===== config.mk =====
export PLATFORM = sky130hd
export DESIGN_NAME = uart_feature_framer
export DESIGN_NICKNAME = d
export VERILOG_FILES = /design/src/rtl/uart_feature_framer_pkg.sv /design/src/rtl/uart_feature_framer_rx_core.sv /design/src/rtl/uart_feature_framer.sv
export SDC_FILE = /design/constraint.sdc
export NUM_CORES = 1
export LEC_CHECK = 0
export CORE_MARGIN = 2
export CORE_UTILIZATION = 55
export DETAILED_ROUTE_END_ITERATION = 12
export GPL_TIMING_DRIVEN = 0
export HOLD_SLACK_MARGIN = 0.06
export PLACE_DENSITY = 0.81
export SYNTH_ARGS = -nofsm -noshare
export SYNTH_HDL_FRONTEND = slang
export SYNTH_SLANG_ARGS = --single-unit

===== constraint.sdc =====
create_clock -name clk -period 4.3 [get_ports clk]
set_input_delay 0.86 -clock clk [delete_from_list [all_inputs] [get_ports clk]]
set_output_delay 0.86 -clock clk [all_outputs]
set_load 0.02 [all_outputs]

===== src/rtl/uart_feature_framer_pkg.sv =====
// Shared types and constants for the UART feature front end and the classifier.
package uart_feature_framer_pkg;

  localparam int FEAT_W = 8;

  typedef enum logic [1:0] {
    RX_IDLE  = 2'd0,
    RX_START = 2'd1,
    RX_DATA  = 2'd2,
    RX_STOP  = 2'd3
  } rx_state_e;

  function automatic int clog2(input int v);
    int r;
    r = 0;
    while ((1 << r) < v) r++;
    return r;
  endfunction

  function automatic int clks_per_bit(input int clk_freq, input int baud);
    return clk_freq / baud;
  endfunction

endpackage


===== src/rtl/uart_feature_framer_rx_core.sv =====
// 8N1 UART receiver: input synchronizer, bit-timing FSM and byte/error pulses.
module uart_rx_core
  import uart_feature_framer_pkg::*;
#(
  parameter int CLKS_PER_BIT = 16
) (
  input  logic              clk,
  input  logic              rst,
  input  logic              rx_i,
  output logic [FEAT_W-1:0] byte_o,
  output logic              byte_valid_o,
  output logic              frame_err_o,
  output logic              idle_o
);

  localparam int CNT_W = clog2(CLKS_PER_BIT);
  localparam logic [CNT_W-1:0] CNT_HALF = CNT_W'(CLKS_PER_BIT / 2 - 1);
  localparam logic [CNT_W-1:0] CNT_FULL = CNT_W'(CLKS_PER_BIT - 1);

  logic [1:0]        sync_q;
  logic              rxs;
  rx_state_e         state_q;
  logic [CNT_W-1:0]  cnt_q;
  logic [2:0]        bit_q;
  logic [FEAT_W-1:0] shift_q;
  logic [FEAT_W-1:0] byte_q;
  logic              vld_q;
  logic              ferr_q;

  assign rxs          = sync_q[1];
  assign byte_o       = byte_q;
  assign byte_valid_o = vld_q;
  assign frame_err_o  = ferr_q;
  assign idle_o       = (state_q == RX_IDLE);

  always_ff @(posedge clk or negedge rst) begin
    if (!rst) begin
      sync_q  <= 2'b11;
      state_q <= RX_IDLE;
      cnt_q   <= '0;
      bit_q   <= '0;
      shift_q <= '0;
      byte_q  <= '0;
      vld_q   <= 1'b0;
      ferr_q  <= 1'b0;
    end else begin
      sync_q <= {sync_q[0], rx_i};
      vld_q  <= 1'b0;
      ferr_q <= 1'b0;
      case (state_q)
        RX_IDLE: begin
          if (!rxs) begin
            state_q <= RX_START;
            cnt_q   <= '0;
          end
        end
        RX_START: begin
          // Mid-start-bit recheck rejects short glitches silently.
          if (cnt_q == CNT_HALF) begin
            cnt_q   <= '0;
            bit_q   <= '0;
            state_q <= rxs ? RX_IDLE : RX_DATA;
          end else begin
            cnt_q <= cnt_q + 1'b1;
          end
        end
        RX_DATA: begin
          if (cnt_q == CNT_FULL) begin
            cnt_q   <= '0;
            shift_q <= {rxs, shift_q[FEAT_W-1:1]};
            bit_q   <= bit_q + 1'b1;
            if (bit_q == 3'd7) state_q <= RX_STOP;
          end else begin
            cnt_q <= cnt_q + 1'b1;
          end
        end
        RX_STOP: begin
          if (cnt_q == CNT_FULL) begin
            cnt_q   <= '0;
            state_q <= RX_IDLE;
            if (rxs) begin
              byte_q <= shift_q;
              vld_q  <= 1'b1;
            end else begin
              ferr_q <= 1'b1;
            end
          end else begin
            cnt_q <= cnt_q + 1'b1;
          end
        end
        default: state_q <= RX_IDLE;
      endcase
    end
  end

endmodule


===== src/rtl/uart_feature_framer.sv =====
// Packs NUM_FEAT received UART bytes into one feature vector with a valid/ready
// output register, overrun detection and an inter-byte silence timeout.
module uart_feature_framer
  import uart_feature_framer_pkg::*;
#(
  parameter int CLK_FREQ     = 100000000,
  parameter int BAUD         = 9600,
  parameter int NUM_FEAT     = 4,
  parameter int IDLE_TO_BITS = 20
) (
  input  logic                       clk,
  input  logic                       rst,
  input  logic                       RsRx,
  output logic [FEAT_W*NUM_FEAT-1:0] feat_vec,
  output logic                       feat_valid,
  input  logic                       feat_ready,
  output logic [FEAT_W-1:0]          rx_byte,
  output logic                       rx_byte_valid,
  output logic                       frame_err,
  output logic                       overrun
);

  localparam int CPB    = clks_per_bit(CLK_FREQ, BAUD);
  localparam int TO_MAX = IDLE_TO_BITS * CPB;
  localparam int TO_W   = clog2(TO_MAX + 1);
  localparam int IDX_W  = (NUM_FEAT > 1) ? clog2(NUM_FEAT) : 1;
  localparam logic [IDX_W-1:0] IDX_LAST = IDX_W'(NUM_FEAT - 1);
  localparam logic [TO_W-1:0]  TO_LIM   = TO_W'(TO_MAX);

  logic rx_idle;

  uart_rx_core #(.CLKS_PER_BIT(CPB)) u_core (
    .clk          (clk),
    .rst          (rst),
    .rx_i         (RsRx),
    .byte_o       (rx_byte),
    .byte_valid_o (rx_byte_valid),
    .frame_err_o  (frame_err),
    .idle_o       (rx_idle)
  );

  logic [NUM_FEAT-1:0][FEAT_W-1:0] collect_q;
  logic [NUM_FEAT-1:0][FEAT_W-1:0] frame_d;
  logic [FEAT_W*NUM_FEAT-1:0]      vec_q;
  logic [IDX_W-1:0]                idx_q;
  logic [TO_W-1:0]                 to_q;
  logic                            valid_q;
  logic                            ovr_q;
  logic                            frame_done;

  assign feat_vec   = vec_q;
  assign feat_valid = valid_q;
  assign overrun    = ovr_q;
  assign frame_done = rx_byte_valid && (idx_q == IDX_LAST);

  // The last byte bypasses the collect register so the frame loads with it.
  always_comb begin
    frame_d             = collect_q;
    frame_d[NUM_FEAT-1] = rx_byte;
  end

  always_ff @(posedge clk or negedge rst) begin
    if (!rst) begin
      collect_q <= '0;
      vec_q     <= '0;
      idx_q     <= '0;
      to_q      <= '0;
      valid_q   <= 1'b0;
      ovr_q     <= 1'b0;
    end else begin
      ovr_q <= 1'b0;

      if (rx_byte_valid || idx_q == '0) to_q <= '0;
      else if (rx_idle && to_q != TO_LIM) to_q <= to_q + 1'b1;

      if (rx_byte_valid) begin
        collect_q[idx_q] <= rx_byte;
        idx_q <= frame_done ? '0 : idx_q + 1'b1;
      end else if (frame_err || to_q == TO_LIM) begin
        idx_q <= '0;
      end

      if (frame_done) begin
        if (!valid_q || feat_ready) begin
          vec_q   <= frame_d;
          valid_q <= 1'b1;
        end else begin
          ovr_q <= 1'b1;
        end
      end else if (valid_q && feat_ready) begin
        valid_q <= 1'b0;
      end
    end
  end

endmodule


==> summary.md, run 1 <==
| Metric | Value |
|---|---|
| Count leader, synth | dfrtp_1 |
| Post-detail-place hpwl | ~7200 um |
| Critical path data required time | 4.68 ns |
| Slew margin rel. | 0.588 |
| Fill count | just over 600 |
| Seq/Total Area, Yosys | 0.560 |
| Vias/cell | 5.76 |
| Vias in the first global route | approximately 3600 |
| Per-cell routed wire length | approximately 18 um |
| Initial antenna violation count | 0 |
| Register area | 0.00293 sq mm |
| Area growth syn-to-layout | 23.8% |
| Synthesized Nets | 434 |
| Post-Syn Instances | 416 |
| DR iter-0 viols | between 150 and 200 |
| GRT Resource Usage Total | 0.230 |
| Routed Antenna Nets | 0 |
| Setup Buffers After CTS | 0 |
| CTS tree | built |
| Clock transition at path regs | 0.06 ns |
| Period utilisation layout | 0.609 |
| Largest family of logic cells by synthesized area | multiplexers |
| Die X | about 100 um |
| Setup crit start | u_core.state_q[0] |
| Final net count | 501 |
| Max-cap violations | 0 |
| Die area | a little over 0.01 sq mm |
| Initial Util | 0.567 |
| CP Max Fanout | 10 |
| Worst skew pair latency | 0.51 ns |
| WP depth | 7 |
| Crit-path max cell delay | around 0.55 ns |
| Final hold violations | 0 |
| Adder and majority cell fraction of the synthesized area | 0.0335 |
| VDD IR max | 261 uV |
| H-tree levels | 4 |
| Multiplexer share of the synthesized area | 0.159 |
| Worst-Margin Slew | 0.612 ns |
| First-pass GRT wire length | approximately 18000 um |
| Placed Cells | 593 |
| Async SR Flop Fraction | 1.00 |
| Fin worst setup slack | 1.68 ns |
| Remaining DRCs | 0 |
| Total Power | 2.53 mW |
| Vias post-DR | 3592 |
| Critical path's slowest cell | o32ai_2 |
| GPL Wtd Cong | 0.932 |
| Post-CTS sizing | 0 |
| Multi-input combinational cell area | 0.00219 sq mm |
| Reg2reg start | u_core.state_q[0] |
| Clk buf depth | 2 |
| Number of synthesized flops with an enable pin | 0 |
| Synth warn | 0 |
| Count of different cell masters after synthesis | 54 |
| Antenna cells | 0 |
| Outcome | complete, no violations |
| Row cnt | 35 |
| Die Ht | 102 um |
| Hold_buf cts | 0 |
| Setup-failing EPs final | 0 |
| Clk sinks | 117 |
| CP endpoint kind | flip-flop |
| Buf+Inv Stages, Crit Path | 2 |
| Synthesized area per cell | about 13 sq um |
| Yosys top cell by area | dfrtp_1 |
| Crit Path Category | reg -> reg |
| Post-layout instance area | 0.00648 sq mm |
| PD cells | just under 400 mW/mm^2 |
| Leakage | 2.99 nW |
| Place WS | 1.39 ns |
| CTS buffer count | 17 |
| Unrepaired setup endpoints after global routing | no |
| Tmin final | 2.62 ns |
| Kind of start point of the critical path | flip-flop |
| Io pins | 48 |
| Clock Tree Root | clkbuf_8 |
| Fmax | 0.382 GHz |
| Port Buf Inserts | between 40 and 50 |
| Post-route non-filler standard cell count | 624 |
| Synth Area in Simple Gates | 0.134 |
| Main synth FF type | dfrtp_1 |
| Worst path top cell family by delay | compound AO/OA/AOI/OAI gates |
| Compound-Gate Fraction of Synth Area | 0.0757 |
| Grt ovf | 0 |
| Worst EP arrival | 3.00 ns |
| Worst-case clock skew | 0.00727 ns |
| Synthesized cell area | 0.00524 sq mm |
| Pin count of the biggest net entering global routing | 76 |
| Critical-path cell list | inv_1 -> ha_1 -> clkbuf_1 -> nor2_1 -> o32ai_2 -> nand2_2 -> o311ai_0 |
| WL final | 11000 um |
| Top post-synthesis cells by area | dfrtp_1, mux2_2, ha_1 |
| R2R depth | 7 |
| Yosys top cell area share | 0.550 |
| Placed cell area | 0.00589 sq mm |
| Core ar. | 0.00924 sq mm |
| Synth Area in XOR/XNOR | 0.0167 |
| Max-slew violation count | 0 |
| Min-delay worst type | in -> async |
| Synth top cells by count | dfrtp_1, mux2_2, nand2_1 |
| DRT Pass-1 Iters | 4 |
| FF+latch count, synth | 117 |
| Layout cells sized above 1 | 0.236 |
## area by class of cell
| class | count | area share |
|---|---|---|
| multi-input cells | 273 | 0.338 |
| clock inverters | 14 | 0.0272 |
| repair buffers | 48 | 0.0764 |
| flip-flops and latches | 117 | 0.452 |
| well taps | 129 | 0.0249 |
| clock buffers | 17 | 0.0639 |
| plain buffers | 16 | 0.0114 |
| inverters | 10 | 0.00579 |
## cell usage in the layout, fill, tap and decap left out, drive strengths merged, types with 8 or more instances in the layout
cell,synthesis,routed
mux2,73,73
ha,14,14
o21ai,15,15
or4,10,10
xor2,8,8
clkdlybuf4s50,0,46
nand2,33,33
nor2,16,16
dfrtp,115,115
clkbuf,8,25
buf,8,10
a21oi,9,9
nand3,18,18
inv,10,14
## stage by stage
stage               utilization  setup TNS, ns  hold WS, ns
finish                    0.702              0        0.338
global route              0.702              0        0.370
CTS                       0.702              0        0.356
detailed placement        0.638              0        0.357
global placement          0.635        -220.45        0.346
floorplan                     -              0        0.345
## worst paths after layout
check / to / slack, ns
max: u_core.cnt_q[3] / 1.68
min: u_core.cnt_q[5] / 0.34
max reg2reg: u_core.cnt_q[3] / 1.68
min reg2reg: u_core.sync_q[1] / 0.37
max in group asynchronous: to_q[2] / 3.22
min in group clk: u_core.sync_q[1] / 0.37
## routing by layer
metal | wire length [um] | global-route usage | vias to the layer above
met2 | 5670 | 0.379 | 94
met3 | 435 | 0.0524 | 13
met4 | 122 | 0.0790 | 0
met1 | 4730 | 0.302 | 1818
li1 | - | - | 1667
met5 | 0 | 0 | -
## sequential cells by signal (all words and copies together) (netlist names), 2 cells and up, named ones only
register / flops
u_core.bit_q: 3
to_q: 18
u_core.shift_q: 8
u_core.byte_o: 8
u_core.cnt_q: 14
collect_q: 24
idx_q: 2
u_core.sync_q: 2
feat_vec: 32
## report_power, final
part | switching [mW] | total [mW] | internal [mW]
Combinational | 0.0207 | 0.0256 | 0.00489
Sequential | 0.00105 | 1.10 | 1.10
Clock | 0.517 | 1.40 | 0.886
Total | 0.539 | 2.53 | 1.99
## cell families (layout without fill, tap and decap cells)
group / after synthesis / count (layout)
and+or+nand+nor: 121 / 121
xor gates and xnor gates: 10 / 10
muxes: 74 / 74
DFF: 117 / 117
buffers and inverters: 26 / 105
AOI/OAI and AO/OA: 54 / 54
adders and majority gates: 14 / 14
Power figures use the tool's default switching activity.
==> inputs of run 2 (changes only) <==
CORE_UTILIZATION = 52   (was 55)
PLACE_DENSITY = 0.8   (was 0.81)
clock period = 2.2 ns   (was 4.3 ns; I/O delays follow)
==> summary.md, run 2 (synthesis results as in run 1) <==
| Metric | Value |
|---|---|
| Outcome | finished with violations |
| Failing checks | negative setup slack |
| Metal3 WL | 741 um (+70%) |
| Post-layout instance area | 0.00675 sq mm (+4.0%) |
| Clock transition at path regs | 0.06 ns (about the same) |
| Highest metal used | met4 |
| Clk sinks | 117 (unchanged) |
| Period utilisation layout | 1.01 (+0.403) |
| Kind of start point of the critical path | flip-flop |
| Clock Tree Root | clkbuf_8 |
| Min-delay worst type | in -> async |
| Antenna cells | 0 (unchanged) |
| Vias in the first global route | 4022 (+12%) |
| WL final | 12900 um (+18%) |
| Io pins | 48 (unchanged) |
| Crit Path Category | reg -> reg |
| Per-cell routed wire length | 19.9 um (+14%) |
| Max-slew violation count | 0 (unchanged) |
| Slew margin rel. | 0.682 (+0.0938) |
| Remaining DRCs | 0 (unchanged) |
| Leakage | 3.12 nW (+4.3%) |
| Pin count of the biggest net entering global routing | 70 (-7.9%) |
| Reg-to-reg endpoint | to_q[1] |
| Fmax | 0.449 GHz (+18%) |
| Tmin final | 2.23 ns (-0.392 ns) |
| Commonest non-fill, non-tap cell in the layout | dfrtp_1 |
| Row cnt | 36 (+2.9%) |
| DR iter-0 viols | 232 (+35%) |
| Register area | 0.00293 sq mm (about the same) |
| CTS tree | built |
| Area growth syn-to-layout | 28.8% |
| Post-Route M1 WL | 5020 um (+6.1%) |
| Routed Antenna Nets | 0 (unchanged) |
| Fill count | 634 (+2.6%) |
| Placed Cells | 598 (+0.84%) |
| Critical path data required time | 2.58 ns (-2.10 ns) |
| Unrepaired setup endpoints after global routing | yes |
| Worst EP arrival | 2.61 ns (-0.39 ns) |
| GRT Resource Usage Total | 0.248 (+0.0177) |
| Vias post-DR | 3882 (+8.1%) |
| R2R depth | 7 (unchanged) |
| Commonest cells after routing, fill and taps aside | dfrtp_1, mux2_2, clkdlybuf4s50_1 |
| Post-detail-place hpwl | 7560 um (+5.1%) |
| Max-cap violations | 0 (unchanged) |
| Multi-input combinational cell area | 0.00227 sq mm (+3.5%) |
| PD cells | 735 mW/mm^2 (+88%) |
| Vias/cell | 6.00 (+4.2%) |
| Flip-flop count of the largest register after layout | 32 (unchanged) |
| GPL Wtd Cong | 0.880 (-5.5%) |
| CP Max Fanout | 6 (-4) |
| Final net count | 519 (+3.6%) |
| Setup crit start | to_q[14] |
| First-pass GRT wire length | 21000 um (+16%) |
| Layout cells sized above 1 | 0.300 (+0.0632) |
| Port Buf Inserts | 47 (unchanged) |
| FF-to-FF setup slack | -0.03 ns (-1.71 ns) |
| Met2 wire len | 6730 um (+19%) |
| Initial antenna violation count | 0 (unchanged) |
| Final hold violations | 0 (unchanged) |
| Die X | 104 um (+2.7%) |
| Setup-failing EPs final | 3 (+3) |
| Initial Util | 0.536 (-0.0310) |
| Worst-case clock skew | 0.00954 ns (+0.00227 ns) |
| VDD IR max | 609 uV (+130%) |
| Fin worst setup slack | -0.0264 ns (-1.71 ns) |
| Worst-Margin Slew | 0.478 ns (-0.134 ns) |
| Placed cell area | 0.00592 sq mm (+0.42%) |
| Die Ht | 104 um (+2.7%) |
| Reg2reg start | to_q[14] |
| CP endpoint | to_q[1] |
| DRT Pass-1 Iters | 5 (+1) |
| Grt ovf | 0 (unchanged) |
| CTS buffer count | 17 (unchanged) |
| H-tree levels | 4 (unchanged) |
| Worst skew pair latency | 0.52 ns (about the same) |
| Clk buf depth | 2 (unchanged) |
| Die area | 0.0109 sq mm (+5.5%) |
| CP endpoint kind | flip-flop |
| Core ar. | 0.00977 sq mm (+5.8%) |
| Post-route non-filler standard cell count | 647 (+3.7%) |
run 2: layout make-up:
type,count,area share
tap,133,0.0247
timing repair buffer,67,0.0965
multi-input combinational,273,0.337
sequential,117,0.435
clock buffer,20,0.0646
clock inverter,12,0.0228
inverter,10,0.00556
buffer,15,0.0143
run 2: worst min path at each step:
stage	slack (ns)	from	cells after the start	endpoint
2_1_floorplan	0.14	rst	0	asynchronous set/reset pin
3_3_place_gp	0.35	u_core.sync_q[0]	0	u_core.sync_q[1]
3_5_place_dp	0.28	rst	1	feat_vec[19]
4_1_cts	0.30	rst	2	feat_vec[11]
5_1_grt	0.31	rst	2	feat_vec[3]
6_report	0.30	rst	2	feat_vec[18]
run 2: timing repair:
action / 4_1_cts / 5_1_grt
hold buffers: 1 / 0
endpoints found under the setup margin: 64 / 53
pin swaps: 5 / 3
gates resized for setup: 13 / 24
hold endpoints to repair: 74 / 0
buffers inserted: 12 / 4
cloned: 1 / 0
run 2: routing by layer:
metal / GRT usage / vias to the layer above
met4: 0.132 / 0
met3: 0.0545 / 46
met2: 0.408 / 183
li1: - / 1712
met1: 0.305 / 1941
met5: 0 / -
run 2: per-stage QoR:
step / utilization / setup slack (ns) / hold WS, ns / TNS (ns) / power (mW)
detailed placement: 0.605 / -0.394 / 0.281 / -9.83 / 2.26
global placement: 0.601 / -3.55 / 0.346 / -420.36 / 2.24
global route: 0.690 / -0.116 / 0.308 / -0.763 / 5.10
finish: 0.690 / -0.0264 / 0.298 / -0.0596 / 4.96
floorplan: - / 0.108 / 0.144 / 0 / 2.20
CTS: 0.680 / 0.0167 / 0.297 / 0 / 4.98
run 2: critical path, cell delays in order, from the launching register on:
cell     delay [ns]
dfrtp_1        0.40
or4_4          0.54
or4_4          0.45
buf_6          0.16
o21ai_4        0.16
buf_6          0.15
mux2i_1        0.18
nor2_1         0.05
run 2: report_power, final:
| group | internal (mW) | switching [mW] |
|---|---|---|
| clock network | 1.75 | 0.984 |
| logic | 0.0144 | 0.0432 |
| registers | 2.16 | 0.00360 |
| total | 3.92 | 1.03 |
